--- src/rtl/ip_sequencer_if.sv ---
// Bus bundle between the instruction sequencer and its I register, memory and execute unit.
interface ip_sequencer_if;
  logic [11:0] I;
  logic [1:0]  I_F;
  logic [11:0] I_In;
  logic        regP;
  logic        mem_req;
  logic [11:0] mem_addr;
  logic        mem_ack;
  logic [11:0] mem_rdata;
  logic        op_valid;
  logic [2:0]  slot_op;
  logic        exec_done;
  logic        branch_take;
  logic [11:0] branch_target;
  logic        arg_req;
  logic        arg_valid;
  logic [11:0] arg_data;
  logic        halt;
  logic [2:0]  seq_state;

  modport master (
    input  I, mem_ack, mem_rdata, exec_done, branch_take, branch_target, arg_req, halt,
    output I_F, I_In, regP, mem_req, mem_addr, op_valid, slot_op, arg_valid, arg_data, seq_state
  );

  modport slave (
    output I, mem_ack, mem_rdata, exec_done, branch_take, branch_target, arg_req, halt,
    input  I_F, I_In, regP, mem_req, mem_addr, op_valid, slot_op, arg_valid, arg_data, seq_state
  );
endinterface

--- src/rtl/ip_sequencer.sv ---
// Fetches 12-bit words of four 3-bit opcode slots and issues them to execute, with operand fetch and halt.
// Optional build macro SEQ_ZERO_SKIP_EN: end the word early once all remaining slots are zero.
module ip_sequencer #(
  parameter int BOOT_DELAY = 1
) (
  input  logic              clk,
  input  logic              rst_n,
  ip_sequencer_if.master    bus
);

  typedef enum logic [2:0] {
    S_IDLE  = 3'd0,
    S_FETCH = 3'd1,
    S_ISSUE = 3'd2,
    S_ARG   = 3'd3,
    S_HALT  = 3'd4
  } state_t;

  state_t      state_q;
  logic [11:0] ir_q;
  logic [1:0]  slot_q;
  logic [3:0]  cnt_q;
  logic [11:0] arg_data_q;
  logic        arg_valid_q;
  logic        arg_done_q;

  logic [2:0]  cur_op;
  logic        last_slot;
  logic [1:0]  i_f_d;
  logic [11:0] i_in_d;
  logic        mem_req;

  always_comb begin
    cur_op = ir_q[2:0];
    case (slot_q)
      2'd0:    cur_op = ir_q[11:9];
      2'd1:    cur_op = ir_q[8:6];
      2'd2:    cur_op = ir_q[5:3];
      default: cur_op = ir_q[2:0];
    endcase
  end

`ifdef SEQ_ZERO_SKIP_EN
  logic rest_zero;

  // True when every slot after the current one holds opcode 000.
  always_comb begin
    rest_zero = 1'b1;
    case (slot_q)
      2'd0:    rest_zero = (ir_q[8:0] == 9'd0);
      2'd1:    rest_zero = (ir_q[5:0] == 6'd0);
      2'd2:    rest_zero = (ir_q[2:0] == 3'd0);
      default: rest_zero = 1'b1;
    endcase
  end

  assign last_slot = (slot_q == 2'd3) || rest_zero;
`else
  assign last_slot = (slot_q == 2'd3);
`endif

  // I register control must react to ack/exec_done within the same cycle.
  always_comb begin
    i_f_d  = 2'b00;
    i_in_d = 12'd0;
    case (state_q)
      S_FETCH, S_ARG: if (bus.mem_ack) i_f_d = 2'b01;
      S_ISSUE: begin
        if (bus.exec_done && bus.branch_take) begin
          i_f_d  = 2'b10;
          i_in_d = bus.branch_target;
        end
      end
      default: ;
    endcase
  end

  always_ff @(posedge clk or negedge rst_n) begin
    if (!rst_n) begin
      state_q     <= S_IDLE;
      ir_q        <= 12'd0;
      slot_q      <= 2'd0;
      cnt_q       <= 4'd0;
      arg_data_q  <= 12'd0;
      arg_valid_q <= 1'b0;
      arg_done_q  <= 1'b0;
    end else begin
      arg_valid_q <= 1'b0;
      case (state_q)
        S_IDLE: begin
          if (cnt_q == 4'(BOOT_DELAY - 1)) state_q <= bus.halt ? S_HALT : S_FETCH;
          else                             cnt_q   <= cnt_q + 4'd1;
        end
        S_FETCH: begin
          if (bus.mem_ack) begin
            ir_q       <= bus.mem_rdata;
            slot_q     <= 2'd0;
            arg_done_q <= 1'b0;
            state_q    <= S_ISSUE;
          end
        end
        S_ISSUE: begin
          // exec_done outranks arg_req; halt is only honoured at a word boundary.
          if (bus.exec_done) begin
            if (bus.branch_take || last_slot) begin
              state_q <= bus.halt ? S_HALT : S_FETCH;
            end else begin
              slot_q     <= slot_q + 2'd1;
              arg_done_q <= 1'b0;
            end
          end else if (bus.arg_req && !arg_done_q) begin
            state_q <= S_ARG;
          end
        end
        S_ARG: begin
          if (bus.mem_ack) begin
            arg_data_q  <= bus.mem_rdata;
            arg_valid_q <= 1'b1;
            arg_done_q  <= 1'b1;
            state_q     <= S_ISSUE;
          end
        end
        S_HALT: begin
          if (!bus.halt) state_q <= S_FETCH;
        end
        default: state_q <= S_IDLE;
      endcase
    end
  end

  assign mem_req       = (state_q == S_FETCH) || (state_q == S_ARG);
  assign bus.mem_req   = mem_req;
  assign bus.mem_addr  = mem_req ? bus.I : 12'd0;
  assign bus.op_valid  = (state_q == S_ISSUE);
  assign bus.slot_op   = (state_q == S_ISSUE) ? cur_op : 3'd0;
  assign bus.regP      = (state_q == S_HALT);
  assign bus.I_F       = i_f_d;
  assign bus.I_In      = i_in_d;
  assign bus.arg_valid = arg_valid_q;
  assign bus.arg_data  = arg_data_q;
  assign bus.seq_state = state_q;

endmodule

--- src/flat_wrapper.sv ---
// flat-port wrapper written by rule: the top's interface ports become plain ports
module ip_sequencer_flat 
#(
  parameter int BOOT_DELAY = 1
)
  (clk, rst_n, bus_I, bus_mem_ack, bus_mem_rdata, bus_exec_done, bus_branch_take, bus_branch_target, bus_arg_req, bus_halt, bus_I_F, bus_I_In, bus_regP, bus_mem_req, bus_mem_addr, bus_op_valid, bus_slot_op, bus_arg_valid, bus_arg_data, bus_seq_state);
  ip_sequencer_if bus_i ();
  input  logic clk;
  input  logic rst_n;
  input wire logic [$bits(bus_i.I)-1:0] bus_I;
  input wire logic [$bits(bus_i.mem_ack)-1:0] bus_mem_ack;
  input wire logic [$bits(bus_i.mem_rdata)-1:0] bus_mem_rdata;
  input wire logic [$bits(bus_i.exec_done)-1:0] bus_exec_done;
  input wire logic [$bits(bus_i.branch_take)-1:0] bus_branch_take;
  input wire logic [$bits(bus_i.branch_target)-1:0] bus_branch_target;
  input wire logic [$bits(bus_i.arg_req)-1:0] bus_arg_req;
  input wire logic [$bits(bus_i.halt)-1:0] bus_halt;
  output wire logic [$bits(bus_i.I_F)-1:0] bus_I_F;
  output wire logic [$bits(bus_i.I_In)-1:0] bus_I_In;
  output wire logic [$bits(bus_i.regP)-1:0] bus_regP;
  output wire logic [$bits(bus_i.mem_req)-1:0] bus_mem_req;
  output wire logic [$bits(bus_i.mem_addr)-1:0] bus_mem_addr;
  output wire logic [$bits(bus_i.op_valid)-1:0] bus_op_valid;
  output wire logic [$bits(bus_i.slot_op)-1:0] bus_slot_op;
  output wire logic [$bits(bus_i.arg_valid)-1:0] bus_arg_valid;
  output wire logic [$bits(bus_i.arg_data)-1:0] bus_arg_data;
  output wire logic [$bits(bus_i.seq_state)-1:0] bus_seq_state;
  assign bus_i.I = bus_I;
  assign bus_i.mem_ack = bus_mem_ack;
  assign bus_i.mem_rdata = bus_mem_rdata;
  assign bus_i.exec_done = bus_exec_done;
  assign bus_i.branch_take = bus_branch_take;
  assign bus_i.branch_target = bus_branch_target;
  assign bus_i.arg_req = bus_arg_req;
  assign bus_i.halt = bus_halt;
  assign bus_I_F = bus_i.I_F;
  assign bus_I_In = bus_i.I_In;
  assign bus_regP = bus_i.regP;
  assign bus_mem_req = bus_i.mem_req;
  assign bus_mem_addr = bus_i.mem_addr;
  assign bus_op_valid = bus_i.op_valid;
  assign bus_slot_op = bus_i.slot_op;
  assign bus_arg_valid = bus_i.arg_valid;
  assign bus_arg_data = bus_i.arg_data;
  assign bus_seq_state = bus_i.seq_state;
  ip_sequencer #(.BOOT_DELAY(BOOT_DELAY)) u_core (.clk(clk), .rst_n(rst_n), .bus(bus_i));
endmodule
--- config.mk ---
export PLATFORM = sky130hd
export DESIGN_NAME = ip_sequencer_flat
export DESIGN_NICKNAME = d
export VERILOG_FILES = /design/src/rtl/ip_sequencer_if.sv /design/src/rtl/ip_sequencer.sv /design/src/flat_wrapper.sv
export SDC_FILE = /design/constraint.sdc
export NUM_CORES = 1
export LEC_CHECK = 0
export ABC_AREA = 1
export CAP_MARGIN = 15
export CELL_PAD_IN_SITES_DETAIL_PLACEMENT = 2
export CELL_PAD_IN_SITES_GLOBAL_PLACEMENT = 2
export CORE_MARGIN = 3
export CORE_UTILIZATION = 21
export CTS_CLUSTER_SIZE = 10
export DETAILED_ROUTE_END_ITERATION = 10
export PLACE_DENSITY = 0.83
export SLEW_MARGIN = 0
export SYNTH_ARGS = -nofsm -noshare
export SYNTH_HDL_FRONTEND = slang
export SYNTH_SLANG_ARGS = --single-unit
--- constraint.sdc ---
create_clock -name clk -period 1.8 [get_ports clk]
set_input_delay 0.18 -clock clk [delete_from_list [all_inputs] [get_ports clk]]
set_output_delay 0.18 -clock clk [all_outputs]
set_load 0.02 [all_outputs]
# Yosys cells after proc, flatten, opt, wreduce, memory -nomap -nowiden
# Index checks and enable logic that the tools add are counted.
# op_classes
eq_ne	16
bitwise_logic	1
muxes	27
n_addsub	2
n_reduce_logical	17
# op_table
cell	n
2-to-1 mux 12 bit	3
2-to-1 mux 3 bit	8
case mux 3 bit (4 select lines)	1
inequality test 2 bit (second input constant)	5
AND reduction 5 bit	2
case mux 3 bit (3 select lines)	1
2-to-1 mux 2 bit	4
case mux 2 bit (2 select lines)	2
2-to-1 mux 1 bit	7
equality test 3 x 2 -> 1 bit (second input constant)	2
inequality test 3 x 2 -> 1 bit (second input constant)	2
AND reduction 2 bit	3
adder 4 x 1 -> 4 bit (second input constant)	1
equality test 2 bit (second input constant)	2
logical NOT 4 bit	1
inequality test 2 x 1 -> 1 bit (second input constant)	2
AND reduction 4 bit	1
equality test 3 x 1 -> 1 bit (second input constant)	1
equality test 3 bit (second input constant)	1
logical NOT 3 bit	1
case mux 1 bit (3 select lines)	1
nonzero test 3 bit	1
adder 2 x 1 -> 2 bit (second input constant)	1
equality test 2 x 1 -> 1 bit (second input constant)	1
7 further kinds	9
# word_totals
out_inout_bits	48
in_bits	43
ff_bits	35

# Depth between registers and ports, before layout
# Gate-level depths: netlist of run 1.
# logic_depth
ltp_word	5
mapped_depth	9
ltp_nobuf	9

# Worst setup path after synthesis of run 1
# OpenSTA, ideal clock, no wires.
# synth_path
path_kind	reg2out
start	register u_core.state_q[2] (netlist: u_core.bus.seq_state[2])
end	output bus_slot_op[0]
arrival_ns	1.514
n_path_buf	0
stages_incl_launch_ff	6
path_slack_ns	0.106
cell_sequence	dfrtp_1 -> inv_2 -> nand2_1 -> nor2_2 -> o21ai_0 -> a31oi_1
# synth_between
elab_chain_len	2
# synth_rtl
item	line	source
start, declared	ip_sequencer.sv:19	state_t state_q;
start signal, assigned	ip_sequencer.sv:91	if (cnt_q == 4'(BOOT_DELAY - 1)) state_q <= bus.halt ? S_HALT : S_FETCH;
start signal, assigned	ip_sequencer.sv:106	state_q <= bus.halt ? S_HALT : S_FETCH;
equality test 3 x 2 -> 1 bit	-	
named net bus_op_valid	flat_wrapper.sv:23	output wire logic [$bits(bus_i.op_valid)-1:0] bus_op_valid;
2-to-1 mux 3 bit	ip_sequencer.sv:135	assign bus.slot_op = (state_q == S_ISSUE) ? cur_op : 3'd0;
end, declared	flat_wrapper.sv:24	output wire logic [$bits(bus_i.slot_op)-1:0] bus_slot_op;
# The timed path passes the listed nets, and every way through them passes these cells.

# Worst setup path after layout of run 1
# layout_path
start	register u_core.state_q[1] (netlist: u_core.bus.seq_state[1])
end	output bus_regP
# layout_between
elab_chain_len	1
# layout_rtl
item	line	source
equality test 3 bit	ip_sequencer.sv:136	assign bus.regP = (state_q == S_HALT);
end, declared	flat_wrapper.sv:20	output wire logic [$bits(bus_i.regP)-1:0] bus_regP;
# Every way passes these cells.

==> summary.txt, run 1 <==
Nets = 415
Area Growth Syn to Fin = 66.06%
Worst setup margin = 0.08509 ns
Core area = 8423 µm²
Crit-path max FO = 4
Sequential share of power = 0.303
Combinational power share = 0.561
CP startpoint = u_core.bus.seq_state[1]
Hpwl dp = 5453 µm
Routed vias = 2004
Gp weighted congestion = 0.7763
Clk sink count = 35
ANT cells = 0
PwrDens = 1387 nW/µm²
Top-count cell post-synth = nand2_1
ANT nets after route = 0
CTS Buf Count = 5
Drt wl/cell = 14.52 µm
Number of global-route vias before repair = 2244
Synthesized area = 1869 µm²
EDFF count, synth = 0
CTS tree = yes
Total gr overflow = 0
Synth unique cells = 22
Share of cells above drive strength 1 = 0.2110
Largest net degree at the start of global routing = 27
Leakage = 1.666 nW
H-tree Lvls = 2
Net Count, Synth = 300
Global Route Usage Sum = 0.1367
Final Max Slew Viols = 0
Worst endpoint required time = 1.62 ns
Drt initial violations = 42
DRT Wirelength = 6823 µm
Final hold vios = 0
Max frequency = 583.1 MHz
First-pass GRT wire length = 10930 µm
Seq/Total Area, Yosys = 0.4685
Net Sw Frac = 0.4332
Clock Latency Late Sink = 0.28 ns
Outcome = complete, no violations
Dominant cells by area after synthesis = dfrtp_1, nand2_1, inv_1
Top_reg_cell synth = dfrtp_1
Headroom to the max-slew limit = 0.6514
Unrepaired setup endpoints after global routing = yes
Startpoint Class = flip-flop
Clk root buf = clkbuf_8
Routed vias/inst = 4.264
Least-Margin Pin Slew = 0.5228 ns
Post-placement setup slack = -0.2543 ns
Reg2reg path depth = 9
Switching pwr = 1.865 mW
# port buffers = 90
Post-Route Skew = 0.003882 ns
Die H = 100.3 µm
Synth top area share = 0.4685
Die Wd = 100.3 µm
Arrival time worst endpoint = 1.53 ns
Die area = 10070 µm²
Crit end category = output pin
Max clock buf depth = 2
Detailed Routing Iterations Pass 1 = 4
Final Util = 0.3685
Yosys reg bits = 35
Worst R2R Start = u_core.slot_q[0]
Final period util = 0.9527
Post-route minimum period = 1.715 ns
Async SR Flop Fraction = 1.000
YS warnings = 0
Maximum Capacitance Violations = 0
Drc violations = 0
Hold Crit Class = input port to asynchronous set/reset pin
Synth top cells by count = nand2_1, inv_1, dfrtp_1, nor2_1, o21ai_0
Post-synth top area cell = dfrtp_1
Gate Count Post-Synth = 250
I/O pin count = 91
Initial antenna violation count = 0
Final setup viols = 0
Path type of the worst setup path = flip-flop to output pin
Clock share of power = 0.136
Internal = 2.441 mW
VDD IR-drop max = 0.5737 mV
Rows = 33
Avg Inst Size Synth = 7.477 µm²
Initial Util = 0.2219
FILL cells = 985
Clock-pin slew on the worst setup and hold paths = 0.07 ns
state kept, by name, indices dropped and copies added, names as in the netlist:
name,count
u_core.arg_done_q,1
u_core.bus.arg_data,12
u_core.bus.arg_valid,1
u_core.bus.seq_state,3
u_core.cnt_q,4
u_core.ir_q,12
u_core.slot_q,2
repair_timing:
action,in CTS,in global routing
pin swaps,0,1
hold buffers,1,0
endpoints found under the setup margin,32,31
endpoints found under the hold margin,18,0
setup buffers,1,1
gates cloned,0,0
gates resized for setup,83,51
final cells by class:
| class | count | area, µm² | area share |
|---|---|---|---|
| Clock buffer | 6 | 82.58 | 0.02660 |
| Clock inverter | 1 | 5.005 | 0.001612 |
| Inverter | 51 | 191.4 | 0.06167 |
| Multi-Input combinational cell | 158 | 822.0 | 0.2648 |
| Sequential cell | 35 | 877.1 | 0.2825 |
| Tap cell | 105 | 131.4 | 0.04232 |
| Timing Repair Buffer | 114 | 994.7 | 0.3204 |
critical path, stage by stage, from the launching register on:
cell           delay, ns
dfrtp_1             0.45
buf_4               0.16
nor2_1              0.16
nand2_1             0.09
inv_1               0.06
dlygate4sd2_1       0.33
per-layer routing:
metal	track usage	share of wire
met1	0.1720	0.46
met2	0.2319	0.47
met3	0.03197	0.060
met4	0.04145	0.016
met5	0	0
final timing paths:
kind                                          endpoint  slack (ns)
max in group asynchronous         u_core.bus.arg_valid        0.92
min in group clk                u_core.bus.arg_data[5]        0.47
worst max-delay path                          bus_regP        0.09
worst max register to register        u_core.slot_q[1]        0.23
worst min-delay path                    u_core.ir_q[5]        0.41
worst min register to register       u_core.arg_done_q        0.49
cell families (layout without fill, tap and decap cells):
logic type	Yosys count	in the layout	share of synthesized area
adder cells (fa/ha/maj)	7	7	0.04685
buffers and inverters	57	172	0.1218
XOR/XNOR	3	3	0.01406
flip-flops	35	35	0.4685
AND/OR/NAND/NOR	112	112	0.2490
AO/OA/AOI/OAI	36	36	0.09973
placed cells by master, fill, tap and decap left out, drive strengths merged:
master	Yosys	routed
o211ai	1	1
a21oi	3	3
nor2	36	36
clkdlybuf4s50	0	57
a31oi	3	3
o21ai	29	29
dfrtp	35	35
dlygate4sd2	0	5
nand3b	2	2
nand2	64	64
clkbuf	2	17
xor2	3	3
nand3	10	10
ha	7	7
dlygate4sd3	0	1
inv	51	51
buf	4	40
clkinv	0	1
power by group through the flow:
stage | registers, mW | clock network, mW | logic, mW
2_1_floorplan | 1.47 | 0 | 1.00
3_3_place_gp | 1.29 | 0 | 2.35
3_5_place_dp | 1.31 | 0 | 2.47
4_1_cts | 1.30 | 0.608 | 2.37
5_1_grt | 1.36 | 0.651 | 2.67
6_report | 1.30 | 0.586 | 2.42
metrics by stage:
stage          TNS [ns]  hold slack [ns]  total power, mW  std cells  instance area, µm²
2_1_floorplan         0          -0.1156            2.472        250                1869
3_3_place_gp     -2.448           0.1729            3.649        460                3043
3_5_place_dp     -2.884           0.1836            3.781        460                3043
4_1_cts               0           0.4103            4.283        469                3057
5_1_grt        -0.01962           0.4493            4.683        470                3104
6_report              0           0.4122            4.306        470                3104
No activity file was read; power rests on OpenSTA's default activity.
==> run 2: changes to the inputs <==
--- a/config.mk
+++ b/config.mk
@@ -15,4 +15,5 @@
 export DETAILED_ROUTE_END_ITERATION = 10
 export PLACE_DENSITY = 0.83
+export SETUP_SLACK_MARGIN = 0.2
 export SLEW_MARGIN = 0
 export SYNTH_ARGS = -nofsm -noshare
==> constraint.sdc (replaced) <==
create_clock -name clk -period 1.8 [get_ports clk]
set_input_delay 0.45 -clock clk [delete_from_list [all_inputs] [get_ports clk]]
set_output_delay 0.45 -clock clk [all_outputs]
set_load 0.02 [all_outputs]
==> summary.txt, run 2 (synthesis results as in run 1) <==
Max clock buf depth = 2 (unchanged)
Net Sw Frac = 0.4607 (+0.02749)
Final hold vios = 0 (unchanged)
Area Growth Syn to Fin = 116.0%
Rows = 33 (unchanged)
Total gr overflow = 0 (unchanged)
Most common cell after layout, fill and taps aside = nand2_1
Hold Crit Class = input port to asynchronous set/reset pin
Final Max Slew Viols = 0 (unchanged)
Least-Margin Pin Slew = 0.3792 ns (-0.1436 ns)
Crit end category = output pin
Failing checks = setup timing
Die H = 100.3 µm (unchanged)
Max frequency = 499.5 MHz (-14%)
Sequential share of power = 0.238 (-0.065)
H-tree Lvls = 2 (unchanged)
Post-Route Skew = 0.01324 ns (+0.009360 ns)
Global Route Usage Sum = 0.1743 (+0.03765)
PwrDens = 1463 nW/µm² (+5.5%)
Core area = 8423 µm² (unchanged)
Gp weighted congestion = 0.7493 (-3.5%)
Maximum Capacitance Violations = 0 (unchanged)
Clk sink count = 35 (unchanged)
Area of the multi-input gates = 1262 µm² (+54%)
Detailed Routing Iterations Pass 1 = 4 (unchanged)
Startpoint Class = flip-flop
ANT cells = 0 (unchanged)
Switching pwr = 2.722 mW (+46%)
Worst endpoint required time = 1.35 ns (-0.27 ns)
Clock-pin slew on the worst setup and hold paths = 0.09 ns (+0.02 ns)
Routed vias = 2285 (+14%)
Arrival time worst endpoint = 1.55 ns (+0.02 ns)
Final Util = 0.4794 (+0.1108)
DRT Wirelength = 9865 µm (+45%)
Internal = 3.187 mW (+31%)
CTS Buf Count = 5 (unchanged)
Final period util = 1.112 (+0.1594)
Largest net degree at the start of global routing = 36 (+33%)
Initial antenna violation count = 0 (unchanged)
Nets = 447 (+7.7%)
I/O pin count = 91 (unchanged)
Sequential cell area = 882.1 µm² (+0.57%)
Number of global-route vias before repair = 2500 (+11%)
Die Wd = 100.3 µm (unchanged)
Combinational power share = 0.656 (+0.095)
Drt initial violations = 31 (-26%)
ANT nets after route = 0 (unchanged)
Share of cells above drive strength 1 = 0.4548 (+0.2438)
Hpwl dp = 5906 µm (+8.3%)
Initial Util = 0.2219 (unchanged)
Reg2reg path depth = 11 (+2)
Die area = 10070 µm² (unchanged)
TNS Setup = -4.517 ns (-4.517 ns)
# port buffers = 90 (unchanged)
Clock share of power = 0.106 (-0.030)
Routed vias/inst = 4.543 (+6.5%)
Worst setup margin = -0.2019 ns (-0.2869 ns)
First-pass GRT wire length = 13480 µm (+23%)
Drc violations = 0 (unchanged)
Unrepaired setup endpoints after global routing = yes
Leakage = 1.943 nW (+17%)
Final setup viols = 31 (+31)
Cts hold-fix bufs = 0 (-1)
Most frequent cells in the layout = nand2_1, inv_1, clkdlybuf4s50_1, buf_6, buf_4
Clk root buf = clkbuf_8
Headroom to the max-slew limit = 0.7461 (+0.09465)
VDD IR-drop max = 0.8227 mV (+43%)
CTS tree = yes
Post-route minimum period = 2.002 ns (+0.2869 ns)
Clock Latency Late Sink = 0.32 ns (+0.04 ns)
Drt wl/cell = 19.61 µm (+35%)
Outcome = finished, violations left
Crit-path max FO = 4 (unchanged)
FILL cells = 882 (-10%)
Path type of the worst setup path = flip-flop to output pin
[run 2: cell count changes in the layout (fill, tap and decap cells not counted), sizes merged]
cell           before  now
buf                40   86
clkbuf             17    7
inv                51   52
clkinvlp            0    2
dlygate4sd2         5   14
nand2              64   67
dlygate4sd3         1    0
clkinv              1    0
clkdlybuf4s50      57   41
[run 2: layout make-up]
type	instances	area share
flip-flops and latches	35	0.2185
clock buffers	5	0.01704
clock inverters	3	0.005888
repair buffers	143	0.3641
multi-input cells	161	0.3127
well taps	105	0.03254
inverters	51	0.04927
[run 2: routing by layer]
metal | part of all wire | global-route usage | wire length (µm)
met1 | 0.38 | 0.1984 | 3757
met2 | 0.54 | 0.3287 | 5368
met3 | 0.052 | 0.03127 | 513
met4 | 0.023 | 0.05078 | 226
met5 | 0 | 0 | 0
[run 2: path summary, 6_finish.rpt]
check                                           to                    start  slack [ns]
max                                 bus_slot_op[0]  u_core.bus.seq_state[2]       -0.20
min                        u_core.bus.arg_data[11]                    rst_n        0.49
max reg2reg                         u_core.ir_q[9]  u_core.bus.seq_state[2]        0.04
min reg2reg                u_core.bus.arg_data[10]  u_core.bus.arg_data[10]        0.50
max in group asynchronous  u_core.bus.seq_state[0]                    rst_n        1.09
min in group clk           u_core.bus.arg_data[10]  u_core.bus.arg_data[10]        0.50
[run 2: critical path, stage by stage (launching register included)]
cell	delay [ns]
dfrtp_2	0.43
inv_4	0.09
nand2_2	0.07
nor2_4	0.22
o21ai_2	0.12
a31oi_4	0.17
buf_6	0.14
[run 2: through the flow]
stage | total power, mW | hold slack [ns] | instance area (µm²) | setup WS [ns] | instances
6_report | 5.909 | 0.4944 | 4038 | -0.2019 | 503
5_1_grt | 6.292 | 0.4986 | 4038 | -0.2760 | 503
2_1_floorplan | 2.642 | 0.1544 | 2033 | 0.1206 | 250
3_3_place_gp | 3.960 | 0.4645 | 3299 | -0.7534 | 468
3_5_place_dp | 4.141 | 0.4773 | 3299 | -0.8080 | 468
4_1_cts | 5.259 | 0.4959 | 3732 | -0.2018 | 486
[run 2: timing repair]
action | CTS | global route
endpoints found under the setup margin | 61 | 65
setup buffers | 8 | 13
resized for setup | 283 | 53
gates cloned | 2 | 4
pin swaps | 6 | 7
[run 2: power by group through the flow]
stage	Sequential, mW	Combinational, mW	Clock [mW]
6_report	1.41	3.87	0.625
4_1_cts	1.36	3.28	0.623
5_1_grt	1.45	4.17	0.675
3_3_place_gp	1.30	2.66	0
2_1_floorplan	1.49	1.15	0
3_5_place_dp	1.33	2.81	0
==> run 3: changes to the inputs <==
--- a/config.mk
+++ b/config.mk
@@ -20,2 +20,3 @@
 export SYNTH_HDL_FRONTEND = slang
 export SYNTH_SLANG_ARGS = --single-unit
+export TNS_END_PERCENT = 5
==> constraint.sdc (replaced) <==
create_clock -name clk -period 1.8 [get_ports clk]
set_input_delay 0.45 -clock clk [delete_from_list [all_inputs] [get_ports clk]]
set_output_delay 0.45 -clock clk [all_outputs]
set_load 0.05 [all_outputs]
==> summary.txt, run 3 (synthesis results as in run 1) <==
Outcome = finished, violations left
Failing checks = setup timing
Most frequent cells in the layout = nand2_1, inv_1, clkdlybuf4s50_1, buf_12, buf_4
Most common cell after layout, fill and taps aside = nand2_1
DRT Wirelength = 8567 µm (-13%)
Worst setup margin = -0.2340 ns (-0.03213 ns)
Least-Margin Pin Slew = 0.4626 ns (+0.08342 ns)
Startpoint Class = flip-flop
Cell family with most CP delay = simple AND/OR/NAND/NOR gates
Max clock buf depth = 2 (unchanged)
Max frequency = 491.6 MHz (-1.6%)
Post-route minimum period = 2.034 ns (+0.03213 ns)
Final Max Slew Viols = 0 (unchanged)
Rows = 33 (unchanged)
Drc violations = 0 (unchanged)
Final period util = 1.130 (+0.01785)
Peak per-stage delay on the critical path = 0.43 ns (about the same)
Unrepaired setup endpoints after global routing = yes
Arrival time worst endpoint = 1.58 ns (+0.03 ns)
Worst endpoint required time = 1.35 ns (about the same)
CTS tree = yes
ANT nets after route = 0 (unchanged)
Buf/Inv on CP = 3 (+1)
Final Util = 0.4623 (-0.01708)
Reg2reg path depth = 9 (-2)
Crit path depth = 7 (+1)
Crit end category = output pin
Gp weighted congestion = 0.7573 (+1.1%)
Clk root buf = clkbuf_8
Headroom to the max-slew limit = 0.6916 (-0.05450)
Largest net degree at the start of global routing = 36 (unchanged)
# port buffers = 90 (unchanged)
Worst R2R Start = u_core.bus.seq_state[2]
Die Wd = 100.3 µm (unchanged)
Routed vias/inst = 4.470 (-1.6%)
Post-route cell area = 3894 µm² (-3.6%)
H-tree Lvls = 2 (unchanged)
Die H = 100.3 µm (unchanged)
Initial antenna violation count = 0 (unchanged)
Hpwl dp = 5679 µm (-3.8%)
Drt initial violations = 81 (+160%)
Clock-pin slew on the worst setup and hold paths = 0.08 ns (about the same)
Share of cells above drive strength 1 = 0.3842 (-0.07058)
PwrDens = 1610 nW/µm² (+10%)
First-pass GRT wire length = 12900 µm (-4.2%)
Reg-to-Reg End = u_core.bus.seq_state[0]
Cells along the critical path = inv_4 -> nand3_4 -> nor2_4 -> nand2_4 -> buf_12 -> nor2_4 -> buf_12
Detailed Routing Iterations Pass 1 = 4 (unchanged)
Area after DPL = 3471 µm² (+5.2%)
Maximum Capacitance Violations = 0 (unchanged)
Final hold vios = 0 (unchanged)
VDD IR-drop max = 0.6701 mV (-19%)
Drt wl/cell = 18.15 µm (-7.5%)
Post-Route Skew = 0.006657 ns (-0.006585 ns)
Initial Util = 0.2219 (unchanged)
CP startpoint = u_core.bus.seq_state[2]
Hold Crit Class = input port to asynchronous set/reset pin
Path type of the worst setup path = flip-flop to output pin
Hold WS = 0.1804 ns (-0.3139 ns)
Core area = 8423 µm² (unchanged)
Worst Setup EP = bus_I_In[5]
Die area = 10070 µm² (unchanged)
Leakage = 1.837 nW (-5.5%)
Total gr overflow = 0 (unchanged)
Number of global-route vias before repair = 2367 (-5.3%)
I/O pin count = 91 (unchanged)
Clk sink count = 35 (unchanged)
Area Growth Syn to Fin = 108.3%
Final setup viols = 29 (-6.5%)
Routed vias = 2110 (-7.7%)
Worst R2R Setup Slack = 0.14 ns (+0.10 ns)
Crit-path max FO = 7 (+3)
Slowest stage cell, crit path = dfrtp_2
CTS Buf Count = 5 (unchanged)
Clock Latency Late Sink = 0.29 ns (-0.03 ns)
Global Route Usage Sum = 0.1671 (-0.007233)
Nets = 416 (-6.9%)
ANT cells = 0 (unchanged)
[run 3: changes by cell type in the layout (fill, tap and decap cells not counted), moves of 5 or more]
cell / change
o21ai_0: +10
nor2_4: -7
o21ai_2: -6
buf_12: +33
nand2_1: +11
nand2_2: -12
o21ai_1: -7
nand2_8: -5
buf_6: -38
dlygate4sd2_1: -13
buf_4: -6
[run 3: area by class of cell]
type	instances	area (µm²)
Clock buffer	7	76.32
Clock inverter	1	5.005
Fill cell	910	4529
Inverter	51	201.4
Multi-Input combinational cell	158	1129
Sequential cell	35	882.1
Tap cell	105	131.4
Timing Repair Buffer	115	1469
[run 3: per-layer routing]
metal,share of wire,global-route usage,vias to the layer above
li1,-,-,987
met1,0.38,0.1864,1054
met2,0.57,0.3262,57
met3,0.034,0.02154,12
met4,0.017,0.04767,0
met5,0,0,-
[run 3: timing repair]
action / 4_1_cts / 5_1_grt
endpoints found under the setup margin: 35 / 63
pin swaps: 2 / 6
hold buffers: 0 / 0
cloned: 1 / 0
resized for setup: 31 / 35
setup buffers: 6 / 3
[run 3: worst min-delay path by stage]
stage / startpoint / to / depth (start not counted)
floorplan: rst_n / u_core.arg_done_q / 0
global placement: u_core.arg_done_q / u_core.arg_done_q / 2
detailed placement: u_core.arg_done_q / u_core.arg_done_q / 2
CTS: rst_n / u_core.bus.arg_data[5] / 2
global route: rst_n / u_core.bus.arg_data[5] / 2
finish: rst_n / u_core.bus.arg_data[5] / 2
[run 3: power by group]
| group | internal, mW | switching [mW] |
|---|---|---|
| Clock | 0.272 | 0.290 |
| Combinational | 1.72 | 2.59 |
| Sequential | 1.11 | 0.290 |
[run 3: metrics by stage]
stage / power [mW] / std cells / TNS [ns] / worst slack (ns)
floorplan: 3.377 / 250 / -5.487 / -0.2615
global placement: 4.898 / 454 / -4.623 / -0.3859
detailed placement: 5.051 / 454 / -5.319 / -0.4469
CTS: 5.901 / 469 / -5.141 / -0.2265
global route: 6.593 / 472 / -6.565 / -0.2906
finish: 6.268 / 472 / -4.775 / -0.2340
